<file path="src/rtl/ctrl_pkg.sv">
// ctrl_pkg: opcodes, FSM states and instruction field positions for control_unit (optional JC via CTRL_CARRY_BRANCH_EN)
package ctrl_pkg;
   localparam int OP_MSB = 15;
   localparam int RD_LSB = 8;
   localparam int RA_LSB = 4;
   localparam int RB_LSB = 0;
   localparam int FLD_W  = 4;
   localparam int IMM_W  = 8;
   localparam logic [3:0] OP_LDI  = 4'h8;
   localparam logic [3:0] OP_JMP  = 4'hA;
   localparam logic [3:0] OP_JZ   = 4'hB;
   localparam logic [3:0] OP_JC   = 4'hC;
   localparam logic [3:0] OP_HALT = 4'hF;
   typedef enum logic [2:0] {S_IDLE, S_FETCH, S_DECODE, S_EXEC, S_HALT} state_t;
   typedef struct packed {
      logic [2:0] alu_opcode;
      logic [3:0] ra;
      logic [3:0] rb;
      logic [3:0] rd;
      logic [7:0] imm;
      logic       is_alu;
      logic       is_ldi;
      logic       is_jmp;
      logic       is_jz;
      logic       is_jc;
      logic       is_halt;
   } dec_t;
endpackage

</file>
<file path="src/rtl/ctrl_decode.sv">
// ctrl_decode: combinational instruction decoder; JC recognised only when CTRL_CARRY_BRANCH_EN is defined
module ctrl_decode
   import ctrl_pkg::*;
(
   input  logic [15:0] i_ir,
   output dec_t        o_dec
);
   logic [3:0] w_op;
   assign w_op = i_ir[OP_MSB -: FLD_W];
   // register selects are zeroed for classes that do not use them, so idle outputs stay quiet
   always_comb begin
      o_dec            = '0;
      o_dec.is_alu     = ~w_op[3];
      o_dec.is_ldi     = w_op == OP_LDI;
      o_dec.is_jmp     = w_op == OP_JMP;
      o_dec.is_jz      = w_op == OP_JZ;
      o_dec.is_halt    = w_op == OP_HALT;
`ifdef CTRL_CARRY_BRANCH_EN
      o_dec.is_jc      = w_op == OP_JC;
`endif
      o_dec.imm        = i_ir[IMM_W-1:0];
      o_dec.alu_opcode = o_dec.is_alu ? w_op[2:0] : 3'd0;
      o_dec.ra         = o_dec.is_alu ? i_ir[RA_LSB +: FLD_W] : 4'd0;
      o_dec.rb         = o_dec.is_alu ? i_ir[RB_LSB +: FLD_W] : 4'd0;
      o_dec.rd         = (o_dec.is_alu | o_dec.is_ldi) ? i_ir[RD_LSB +: FLD_W] : 4'd0;
   end
endmodule

</file>
<file path="src/rtl/control_unit.sv">
// control_unit: 3-cycle fetch/decode/execute sequencer; CTRL_CARRY_BRANCH_EN enables JC (op 1100)
module control_unit
   import ctrl_pkg::*;
#(
   parameter int PC_W = 8
) (
   input  logic            clk,
   input  logic            rst_n,
   input  logic            start,
   output logic [PC_W-1:0] instr_addr,
   input  logic [15:0]     instr_data,
   output logic [3:0]      ra_addr,
   output logic [3:0]      rb_addr,
   output logic [3:0]      write_addr,
   output logic [2:0]      alu_opcode,
   output logic            alu_en,
   output logic            write_en,
   output logic [7:0]      user_write_data,
   input  logic            alu_zero,
   input  logic            alu_carry,
   output logic            busy,
   output logic            halted
);
   state_t          r_state;
   logic [PC_W-1:0] r_pc;
   logic [15:0]     r_ir;
   logic            r_zf;
   logic            r_cf;
   dec_t            w_dec;
   logic            w_exec;
   logic            w_take;

   ctrl_decode u_decode (.i_ir(r_ir), .o_dec(w_dec));

   assign w_exec          = r_state == S_EXEC;
   assign w_take          = w_dec.is_jmp | (w_dec.is_jz & r_zf) | (w_dec.is_jc & r_cf);
   assign instr_addr      = r_pc;
   assign ra_addr         = w_dec.ra;
   assign rb_addr         = w_dec.rb;
   assign write_addr      = w_dec.rd;
   assign alu_opcode      = w_dec.alu_opcode;
   assign user_write_data = w_dec.is_ldi ? w_dec.imm : 8'd0;
   assign alu_en          = w_exec & w_dec.is_alu;
   assign write_en        = w_exec & (w_dec.is_alu | w_dec.is_ldi);
   assign busy            = r_state inside {S_FETCH, S_DECODE, S_EXEC};
   assign halted          = r_state == S_HALT;

   // sequencer: IR latched leaving DECODE, flags and pc committed leaving EXEC
   always_ff @(posedge clk or negedge rst_n) begin
      if (!rst_n) begin
         r_state <= S_IDLE;
         r_pc    <= '0;
         r_ir    <= '0;
         r_zf    <= 1'b0;
         r_cf    <= 1'b0;
      end else begin
         case (r_state)
            S_IDLE: if (start) begin
               r_pc    <= '0;
               r_state <= S_FETCH;
            end
            S_FETCH: r_state <= S_DECODE;
            S_DECODE: begin
               r_ir    <= instr_data;
               r_state <= S_EXEC;
            end
            S_EXEC: begin
               if (w_dec.is_alu) begin
                  r_zf <= alu_zero;
                  r_cf <= alu_carry;
               end
               r_pc    <= w_take ? PC_W'(w_dec.imm) : r_pc + PC_W'(1);
               r_state <= w_dec.is_halt ? S_HALT : S_FETCH;
            end
            S_HALT: if (start) begin
               r_pc    <= '0;
               r_zf    <= 1'b0;
               r_cf    <= 1'b0;
               r_state <= S_FETCH;
            end
            default: r_state <= S_IDLE;
         endcase
      end
   end
endmodule

</file>
<file path="config.mk">
export PLATFORM = sky130hd
export DESIGN_NAME = control_unit
export DESIGN_NICKNAME = d
export VERILOG_FILES = /design/src/rtl/ctrl_pkg.sv /design/src/rtl/ctrl_decode.sv /design/src/rtl/control_unit.sv
export SDC_FILE = /design/constraint.sdc
export NUM_CORES = 1
export LEC_CHECK = 0
export ABC_AREA = 1
export BUFFER_PORTS_ARGS = -buffer_cell sky130_fd_sc_hd__buf_2
export CAP_MARGIN = 30
export CORE_AREA = 2 2 61 63
export DETAILED_ROUTE_END_ITERATION = 7
export DIE_AREA = 0 0 63 65
export PLACE_DENSITY = 0.73
export SLEW_MARGIN = 30
export SYNTH_ARGS = -nofsm -noshare
export SYNTH_HDL_FRONTEND = slang
export SYNTH_SLANG_ARGS = --single-unit
</file>
<file path="constraint.sdc">
create_clock -name clk -period 1.5 [get_ports clk]
set_clock_uncertainty 0.15 [all_clocks]
set_input_delay 0.15 -clock clk [delete_from_list [all_inputs] [get_ports clk]]
set_output_delay 0.15 -clock clk [all_outputs]
set_load 0.02 [all_outputs]
</file>
==> summary.md <==
| Metric | Value |
|---|---|
| Outcome | `complete, but fails checks` |
| Violated checks | `negative setup slack` |
| CTS tree | `built` |
| Met2 track utilization from global routing | `38.7%` |
| Cell row count | `22` |
| CTS Buf Count | `3` |
| Total number of vias | `1757` |
| Critical path peak fanout | `8` |
| Initial core utilization | `43.2%` |
| Full die area | `4100 sq um` |
| Final GP Congestion | `0.841` |
| GRT met3 Usage | `4.34%` |
| Clock power frac | `6.5%` |
| CORE AREA | `3500 sq um` |
| Post-place setup slack | `0.0655 ns` |
| Nets | `335` |
| Worst-margin pin slew | `0.626 ns` |
| Syn_nets | `236` |
| Critical path class | `flip-flop to output port` |
| Number of global-route vias before repair | `1606` |
| Switching Share | `49.3%` |
| Post-DP Area | `1840 sq um` |
| Startpoint class of the critical path | `flip-flop` |
| Leakage power | `1.35 nW` |
| Initial antenna violation count | `0` |
| Setup-failing EPs final | `19` |
| Design Power | `5.79 mW` |
| Max-cap viol count | `0` |
| Pins Over Slew Limit | `0` |
| Setup repair after global routing missed its margin | `yes` |
| Final Non-Filler Cells | `360` |
| Finished Cell Area | `2660 sq um` |
| Routed Antenna Nets | `0` |
| Layer with the highest usage | `met2` |
| Mean Syn Cell Area | `7.06 sq um` |
| Gr usage total | `21.2%` |
| CTS Root Cell | `clkbuf_4` |
| Pwr/cell area | `2180 nW/um^2` |
| Synthesized instance count | `214` |
| Dpl hpwl | `2.43 mm` |
| Worst r2r src | `r_state[0]` |
| Port buffer count | `54` |
| Synthesis-to-finish area growth | `75.8%` |
| Final worst setup slack | `-0.254 ns` |
| Dpl cells | `314` |
| Yosys warning total | `0` |
| Die Height | `65 um` |
| Clock Sinks | `28` |
| Comb pwr share | `69.1%` |
| DRC viols | `0` |
| Minimum clock period | `1.75 ns` |
| Max-slew headroom | `58.3%` |
| Register area share after synthesis | `46.4%` |
| I/O pin cnt | `56` |
| Yosys cell types | `24` |
| Initial drt markers | `106` |
| Share of post-route cells with drive strength above 1 | `42.3%` |
| Flops & latches, synth | `28` |
| Post-Syn Area | `1510 sq um` |
| Clk Latency, worst-skew pair | `0.32 ns` |
| Pint | `2.93 mW` |
| CP endpoint kind | `output port` |
| CTS H-tree lvls | `1` |
| Total global routing overflow | `0` |
| Antenna cells | `0` |
| Clock slew at reported path FFs | `0.16 ns` |
| Crit path arrival time | `1.45 ns` |
| Critical path data required time | `1.20 ns` |
| NetSw | `2.86 mW` |
| Setup total negative slack | `-2.97 ns` |
| Maximum clock path buffer count | `2` |
| Pre-antenna DRT Iters | `4` |
| FMAX | `570 MHz` |
| Sequential power share | `24.4%` |
| HP Class | `input pin to async pin` |
| Drt via density | `4.88` |
| Tcrit/Tclk final | `117%` |
| Chip width | `63 um` |
| Largest net degree at the start of global routing | `29` |
| Final Hold Viols | `0` |
| CP startpoint | `r_ir[14]` |
| Met1 Usage GRT | `25.0%` |
| First-pass GRT wire length | `6.95 mm` |
| Peak supply drop | `0.00128 V` |
| DRT Wirelength | `5.33 mm` |
| Avg WL per Cell | `14.8 um` |
==> final cells by class <==
type	instances	area (sq um)
inverter	31	120
sequential	28	703
tap	48	60.1
clock buffer	4	36.3
timing repair buffer	98	860
fill	229	841
multi-input combinational	151	876
==> critical path, cell delays in order, from the launching register on <==
cell and delay (ns):
dfrtp_1 0.44, inv_2 0.10, nand4_1 0.11, buf_6 0.19, nor2_2 0.14, buf_6 0.14
==> registers in the layout (all words and copies together) (netlist names) <==
name / cells
r_ir: 16
r_state: 3
r_zf: 1
instr_addr: 8
==> placed cells by master (no fill, tap or decap), types with 7 or more instances in the layout <==
master,instances
a21oi_1,18
buf_2,28
buf_4,19
buf_6,29
dfrtp_1,26
dlygate4sd3_1,19
inv_1,22
inv_2,7
nand2_1,37
nand3_1,12
nor2_1,38
nor2_4,20
==> timing repair <==
item	CTS	global route
setup buffers	13	11
setup endpoints to repair	23	35
gates resized for setup	41	80
pin swaps	7	21
gates cloned	0	1
hold buffers	19	0
hold endpoints to repair	47	0
==> layer usage <==
layer / vias to the layer above / wire (um)
met4: 0 / 89
met2: 68 / 2740
met3: 9 / 380
li1: 857 / -
met1: 823 / 2130
met5: - / 0
==> worst paths after layout <==
kind | endpoint | slack (ns) | depth (start not counted)
setup / recovery | user_write_data[1] | -0.25 | 5
hold / removal | r_zf | 0.20 | 2
setup reg to reg | r_ir[14] | 0.01 | 6
hold reg to reg | r_ir[9] | 0.39 | 2
max in group asynchronous | instr_addr[0] | 0.56 | 2
min in group clk | r_ir[9] | 0.39 | 2
==> per-stage QoR <==
step                      utilization, %  hold slack [ns]
after detailed placement            52.6           0.0543
final                               75.9            0.200
after CTS                           65.5            0.225
after global placement              52.6           0.0533
after global routing                75.9            0.254
after floorplan                        -           -0.296
==> power by group through the flow <==
stage / clock, mW / combinational (mW) / sequential (mW)
after floorplan: 0 / 1.68 / 1.41
after global placement: 0 / 2.38 / 1.36
after detailed placement: 0 / 2.41 / 1.37
after CTS: 0.377 / 2.99 / 1.35
after global routing: 0.420 / 4.30 / 1.45
final: 0.375 / 4.00 / 1.42
==> cell usage after synthesis <==
master    instances  area [sq um]
buf_4             2          15.0
clkinv_1          1          3.75
dfrtp_1          28           701
buf_6             1          11.3
nand4_1           1          6.26
nand3_4           1          17.5
nand2_1          43           161
nand3_1          12          60.1
nand3_2           1          10.0
clkbuf_1          1          3.75
or2_1             1          6.26
o22ai_1           1          6.26
nor2_4            1          11.3
ha_1              1          12.5
inv_1            26          97.6
nor2_1           62           233
a21oi_1          18          90.1
o21ai_0           1          5.00
o21ai_1           4          20.0
or2_2             1          6.26
inv_2             4          15.0
nor2_2            1          6.26
a31oi_1           1          6.26
buf_2             1          5.00
==> logic make-up after synthesis <==
kind of cell               count (synthesis)  synth area share (%)
adders and majority gates                  1                 0.828
AOI/OAI and AO/OA                         25                  8.45
and+or+nand+nor                          124                  34.3
buffers and inverters                     36                  10.0
DFF                                       28                  46.4
Power figures use the tool's default switching activity.
